==> src/rtl/regfile_access_ctrl_pkg.sv <==
// Shared defaults and FSM state encoding for the register-file access controller.
package rf_pkg;

    localparam int AD_SIZE  = 5;
    localparam int REG_SIZE = 32;
    localparam int DA_SIZE  = 32;

    typedef enum logic {
        INIT = 1'b0,
        RUN  = 1'b1
    } rf_state_e;

endpackage

==> src/rtl/regfile_access_ctrl.sv <==
// Initiator for a 2-read/1-write register file: clears it after reset, then serves
// operand reads with one-cycle latency, forwarding concurrent and stalled writebacks.
module regfile_access_ctrl
    import rf_pkg::*;
#(
    parameter int ADSize  = AD_SIZE,
    parameter int REGSize = REG_SIZE,
    parameter int DASize  = DA_SIZE,
    parameter int ZERO_R0 = 0
) (
    input  logic              clk,
    input  logic              rst,
    output logic              init_done,
    input  logic              req_valid,
    output logic              req_ready,
    input  logic [ADSize-1:0] req_rs1,
    input  logic [ADSize-1:0] req_rs2,
    input  logic              wb_valid,
    input  logic [ADSize-1:0] wb_rd,
    input  logic [DASize-1:0] wb_data,
    output logic              rsp_valid,
    input  logic              rsp_ready,
    output logic [DASize-1:0] rsp_op1,
    output logic [DASize-1:0] rsp_op2,
    output logic              rf_we,
    output logic [ADSize-1:0] rf_raddr1,
    output logic [ADSize-1:0] rf_raddr2,
    output logic [ADSize-1:0] rf_waddr,
    output logic [DASize-1:0] rf_din,
    input  logic [DASize-1:0] rf_out1,
    input  logic [DASize-1:0] rf_out2
);

    localparam int CW = $clog2(REGSize) + 1;

    rf_state_e         state_r;
    rf_state_e         state_nxt_s;
    logic [CW-1:0]     init_cnt_r;
    logic              rsp_valid_r;
    logic [DASize-1:0] rsp_op1_r;
    logic [DASize-1:0] rsp_op2_r;
    logic [ADSize-1:0] rs1_r;
    logic [ADSize-1:0] rs2_r;
    logic              run_s;
    logic              wb_eff_s;
    logic              accept_s;
    logic              hold_s;

    // Operand source selection shared by both read ports.
    function automatic logic [DASize-1:0] fwd(
        input logic [ADSize-1:0] a,
        input logic [DASize-1:0] rf_val,
        input logic              wb_hit,
        input logic [ADSize-1:0] wb_addr,
        input logic [DASize-1:0] wb_val
    );
        logic [DASize-1:0] res;
        if ((ZERO_R0 != 0) && (a == {ADSize{1'b0}})) begin
            res = {DASize{1'b0}};
        end else if (wb_hit && (wb_addr == a)) begin
            res = wb_val;
        end else begin
            res = rf_val;
        end
        return res;
    endfunction

    assign run_s     = (state_r == RUN);
    // Writes to r0 are discarded when it is hard-wired to zero.
    assign wb_eff_s  = run_s && wb_valid && !((ZERO_R0 != 0) && (wb_rd == {ADSize{1'b0}}));
    assign req_ready = run_s && (!rsp_valid_r || rsp_ready);
    assign accept_s  = req_valid && req_ready;
    assign hold_s    = rsp_valid_r && !rsp_ready;
    assign init_done = run_s;
    assign rsp_valid = rsp_valid_r;
    assign rsp_op1   = rsp_op1_r;
    assign rsp_op2   = rsp_op2_r;

    // Next state and register-file port drive.
    always_comb begin
        state_nxt_s = state_r;
        rf_we       = 1'b0;
        rf_waddr    = {ADSize{1'b0}};
        rf_din      = {DASize{1'b0}};
        rf_raddr1   = {ADSize{1'b0}};
        rf_raddr2   = {ADSize{1'b0}};
        case (state_r)
            INIT: begin
                rf_we    = 1'b1;
                rf_waddr = ADSize'(init_cnt_r);
                if (init_cnt_r == CW'(REGSize - 1)) begin
                    state_nxt_s = RUN;
                end else begin
                    state_nxt_s = INIT;
                end
            end
            RUN: begin
                rf_we       = wb_eff_s;
                rf_waddr    = wb_rd;
                rf_din      = wb_data;
                rf_raddr1   = req_rs1;
                rf_raddr2   = req_rs2;
                state_nxt_s = RUN;
            end
            default: begin
                state_nxt_s = INIT;
            end
        endcase
    end

    // FSM state and clear-sequence counter.
    always_ff @(posedge clk) begin
        if (rst) begin
            state_r    <= INIT;
            init_cnt_r <= {CW{1'b0}};
        end else begin
            state_r <= state_nxt_s;
            if (state_r == INIT) begin
                init_cnt_r <= init_cnt_r + CW'(1);
            end else begin
                init_cnt_r <= init_cnt_r;
            end
        end
    end

    // Response register: capture on accept, refresh held operands from writebacks.
    always_ff @(posedge clk) begin
        if (rst) begin
            rsp_valid_r <= 1'b0;
            rsp_op1_r   <= {DASize{1'b0}};
            rsp_op2_r   <= {DASize{1'b0}};
            rs1_r       <= {ADSize{1'b0}};
            rs2_r       <= {ADSize{1'b0}};
        end else if (accept_s) begin
            rsp_valid_r <= 1'b1;
            rsp_op1_r   <= fwd(req_rs1, rf_out1, wb_eff_s, wb_rd, wb_data);
            rsp_op2_r   <= fwd(req_rs2, rf_out2, wb_eff_s, wb_rd, wb_data);
            rs1_r       <= req_rs1;
            rs2_r       <= req_rs2;
        end else begin
            if (rsp_ready) begin
                rsp_valid_r <= 1'b0;
            end else begin
                rsp_valid_r <= rsp_valid_r;
            end
            if (hold_s && wb_eff_s && (wb_rd == rs1_r)) begin
                rsp_op1_r <= wb_data;
            end else begin
                rsp_op1_r <= rsp_op1_r;
            end
            if (hold_s && wb_eff_s && (wb_rd == rs2_r)) begin
                rsp_op2_r <= wb_data;
            end else begin
                rsp_op2_r <= rsp_op2_r;
            end
        end
    end

endmodule

==> config.mk <==
export PLATFORM = sky130hd
export DESIGN_NAME = regfile_access_ctrl
export DESIGN_NICKNAME = d
export VERILOG_FILES = /design/src/rtl/regfile_access_ctrl_pkg.sv /design/src/rtl/regfile_access_ctrl.sv
export SDC_FILE = /design/constraint.sdc
export NUM_CORES = 1
export LEC_CHECK = 0
export ABC_AREA = 1
export ABC_CLOCK_PERIOD_IN_PS = 2600
export CAP_MARGIN = 5
export CELL_PAD_IN_SITES_DETAIL_PLACEMENT = 0
export CELL_PAD_IN_SITES_GLOBAL_PLACEMENT = 2
export CORE_MARGIN = 2
export CORE_UTILIZATION = 24
export CTS_BUF_LIST = sky130_fd_sc_hd__clkbuf_8
export CTS_CLUSTER_DIAMETER = 50
export DETAILED_ROUTE_END_ITERATION = 8
export GPL_TIMING_DRIVEN = 0
export MAX_ROUTING_LAYER = met4
export PLACE_DENSITY = 0.88
export SYNTH_ARGS = -nofsm -noshare
export SYNTH_HDL_FRONTEND = slang
export SYNTH_SLANG_ARGS = --single-unit
==> constraint.sdc <==
create_clock -name clk -period 2.6 [get_ports clk]
set_input_delay 0.26 -clock clk [delete_from_list [all_inputs] [get_ports clk]]
set_output_delay 0.26 -clock clk [all_outputs]
set_load 0.01 [all_outputs]
==> results of run 1 <==
-- per-layer routing --
metal	vias to the layer above	part of all wire, %	routed length [um]	global-route usage, %
li1	3089	-	-	-
met1	2601	47	9910	23.5
met2	141	46	9730	29.0
met3	24	5.0	1050	3.80
met4	0	2.2	471	5.47
met5	-	0	0	-
-- final cells by class --
type	instances	area share [%]
Sequential cell	82	20.1
Clock buffer	11	1.85
Buffer	57	4.43
Timing Repair Buffer	229	28.0
Multi-Input combinational cell	591	35.8
Clock inverter	5	0.642
Tap cell	280	4.28
Inverter	106	4.89
-- final timing paths --
check,from,end,slack (ps),depth (start not counted)
setup / recovery,init_done,rf_din[11],230,5
hold reg to reg,rs2_r[0],rs2_r[0],470,2
hold / removal,rs2_r[0],rs2_r[0],470,2
setup reg to reg,init_done,rsp_op2[9],650,11
-- state kept, by name, indices dropped and copies added (netlist names) --
signal,count
rsp_op1,32
rsp_op2,32
init_cnt_r,6
rs1_r,5
rs2_r,5
init_done,1
rsp_valid,1
-- critical path: cells and delay by family, from the launching register on --
| family | cells | cell delay (ps) |
|---|---|---|
| AND/OR/NAND/NOR | 1 | 90 |
| buffers and inverters | 4 | 1300 |
| flip-flops | 1 | 340 |
-- cells by family (layout without fill, tap and decap cells) --
kind of cell,after synthesis,in the layout,share of synthesized area [%]
buf+inv,165,408,14.4
xor+xnor,3,3,0.492
simple gates,458,458,37.7
fa+ha+maj,1,1,0.234
flops,82,82,30.7
compound gates,129,129,16.4
-- synthesized netlist by cell type, drive strengths merged --
library cell,n,area share (%)
ha,1,0.23
nand3,72,7.3
nand2,199,14
o21ai,50,4.7
nand3b,32,4.5
nor2,150,11
clkbuf,13,0.91
buf,46,6.0
or2,1,0.12
dfxtp,82,31
nor3,4,0.37
xor2,3,0.49
a21oi,79,12
inv,106,7.5
-- power breakdown --
part | leakage, nW | internal [mW] | switching (mW)
clock network | 0.105 | 0.492 | 0.501
logic | 2.77 | 0.204 | 0.157
registers | 0.661 | 1.26 | 0.00458
-- what timing repair did --
action / in CTS / in global routing
resized for setup: 1 / 2
hold endpoints to repair: 0 / 0
pin swaps: 0 / 0
cloned: 0 / 0
endpoints found under the setup margin: 10 / 6
-- through the flow --
stage               instance area [um2]  power (mW)  hold WS (ps)  setup slack [ps]
CTS                                8190        2.65           476              72.2
floorplan                          5340        1.41           329              1080
finish                             8190        2.62           474               227
global route                       8190        2.73           500              17.0
global placement                   7990        1.66           457               271
detailed placement                 7990        1.65           461               261
==> reports/results.tsv, run 1 <==
stage	metric	value	unit
status	status	finished, final reports clean	
timing	Final min period	2370	ps
detailed_routing	WL/cell	15.6	um
synth	Syn Area/Cell	6.38	um2
pwr	Lkg Pwr	3.54	nW
detailed_routing	routed vias/inst	4.30	
detailed_routing	DRT iter0 DRCs	218	
detailed_routing	Antenna Violating Nets Remaining	0	
hold_path	class of the worst hold path	reg2reg	
clock_network	clock sink count	82	
layout	share of layout cells above drive strength 1	14.2	%
synth	Ys Warns	0	
placement	DP HPWL	16.8	mm
layout	commonest non-fill, non-tap cell in the layout	clkdlybuf4s50_1	
global_route	first-pass GRT wire length	32.6	mm
global_route	vias in the first global route	5658	
floorplanning	Die Width	153	um
clock_network	hold buffer count at cts	0	
floorplanning	IO Pins	231	
timing	Hold Vio Cnt, Final	0	
worst_setup_path	Startpoint Class	flop	
worst_setup_path	CP max stage cell	clkdlybuf4s50_1	
layout	fin util	37.5	%
timing	fmax	421	MHz
layout	commonest cells after routing, fill and taps aside	clkdlybuf4s50_1 (229), nand2_1 (196), nor2_1 (137)	
timing	relative slew slack	59.3	%
layout	multi-input logic area	2930	um2
pwr	maximum VDD drop	0.182	mV
layout	Fill cells	2376	
detailed_routing	number of remaining DRC errors	0	
run	Max Cap Viol	0	
floorplanning	num rows	54	
clock_network	Clk pin slew, worst setup/hold paths	90	ps
floorplanning	Die H	153	um
synth	#FFs+latches synth	82	
worst_setup_path	CP cell instances	buf_4 -> clkbuf_1 -> nand2_1 -> inv_1 -> clkdlybuf4s50_1	
global_route	Total GRT Usage	18.3	%
placement	Port Buffer Count	229	
synth	Mapped Area	5340	um2
clock_network	CTS tree	built	
synth	post-synthesis sequential area ratio	30.7	%
layout	register area	1640	um2
global_route	antenna violations before repair	0	
clock_network	Bufs on Longest Clock Path	2	
placement	GP Congestion	0.831	
layout	Layout Cells excl Fill	1361	
clock_network	clk_lat worst skew	380	ps
timing	Final Skew	12.9	ps
layout	Final #Nets	1193	
synth	Mapped Nets	955	
worst_setup_path	crit path capture type	output port	
worst_setup_path	critical setup path kind	reg2out	
timing	setup tns final	0	ps
clock_network	setup bufs post-CTS	0	
global_route	largest net degree at the start of global routing	17	
timing	RSZ-0062 raised after global routing	no	
placement	DP Cell Count	1347	
worst_setup_path	CP arrival	2110	ps
global_route	Remaining Overflow, GRT	0	
floorplanning	core area	21800	um2
layout	Layout area overhead	53.2	%
synth	Mapped Cells	838	
clock_network	H-Tree Depth	3	
worst_setup_path	Crit path largest cell delay	560	ps
layout	antenna cells	0	
detailed_routing	drt first pass iters	4	
floorplanning	Starting Density	24.5	%
clock_network	CTS Root Cell	clkbuf_8	
clock_network	Inserted Clock Buffers	9	
timing	Setup-failing EPs final	0	
timing	Slew Viols, Final	0	
worst_setup_path	worst endpoint required time	2340	ps
detailed_routing	vias	5855	
detailed_routing	total wire length	21.2	mm
synth	post-synthesis cell type count	27	
floorplanning	Die ar.	23500	um2
timing	Worst-Margin Slew	610	ps
worst_setup_path	crit path max fanout	16	
pwr	pwr/cell area	320	nW/um2
timing	period utilization	91.3	%
No activity file was read; power rests on OpenSTA's default activity.
==> run 2: changes to the inputs <==
--- a/config.mk
+++ b/config.mk
@@ -6,7 +6,6 @@
 export NUM_CORES = 1
 export LEC_CHECK = 0
 export ABC_AREA = 1
-export ABC_CLOCK_PERIOD_IN_PS = 2600
 export CAP_MARGIN = 5
 export CELL_PAD_IN_SITES_DETAIL_PLACEMENT = 0
 export CELL_PAD_IN_SITES_GLOBAL_PLACEMENT = 2
==> results of run 2 <==
Final layout, timing and power as in run 1 (identical DEF).
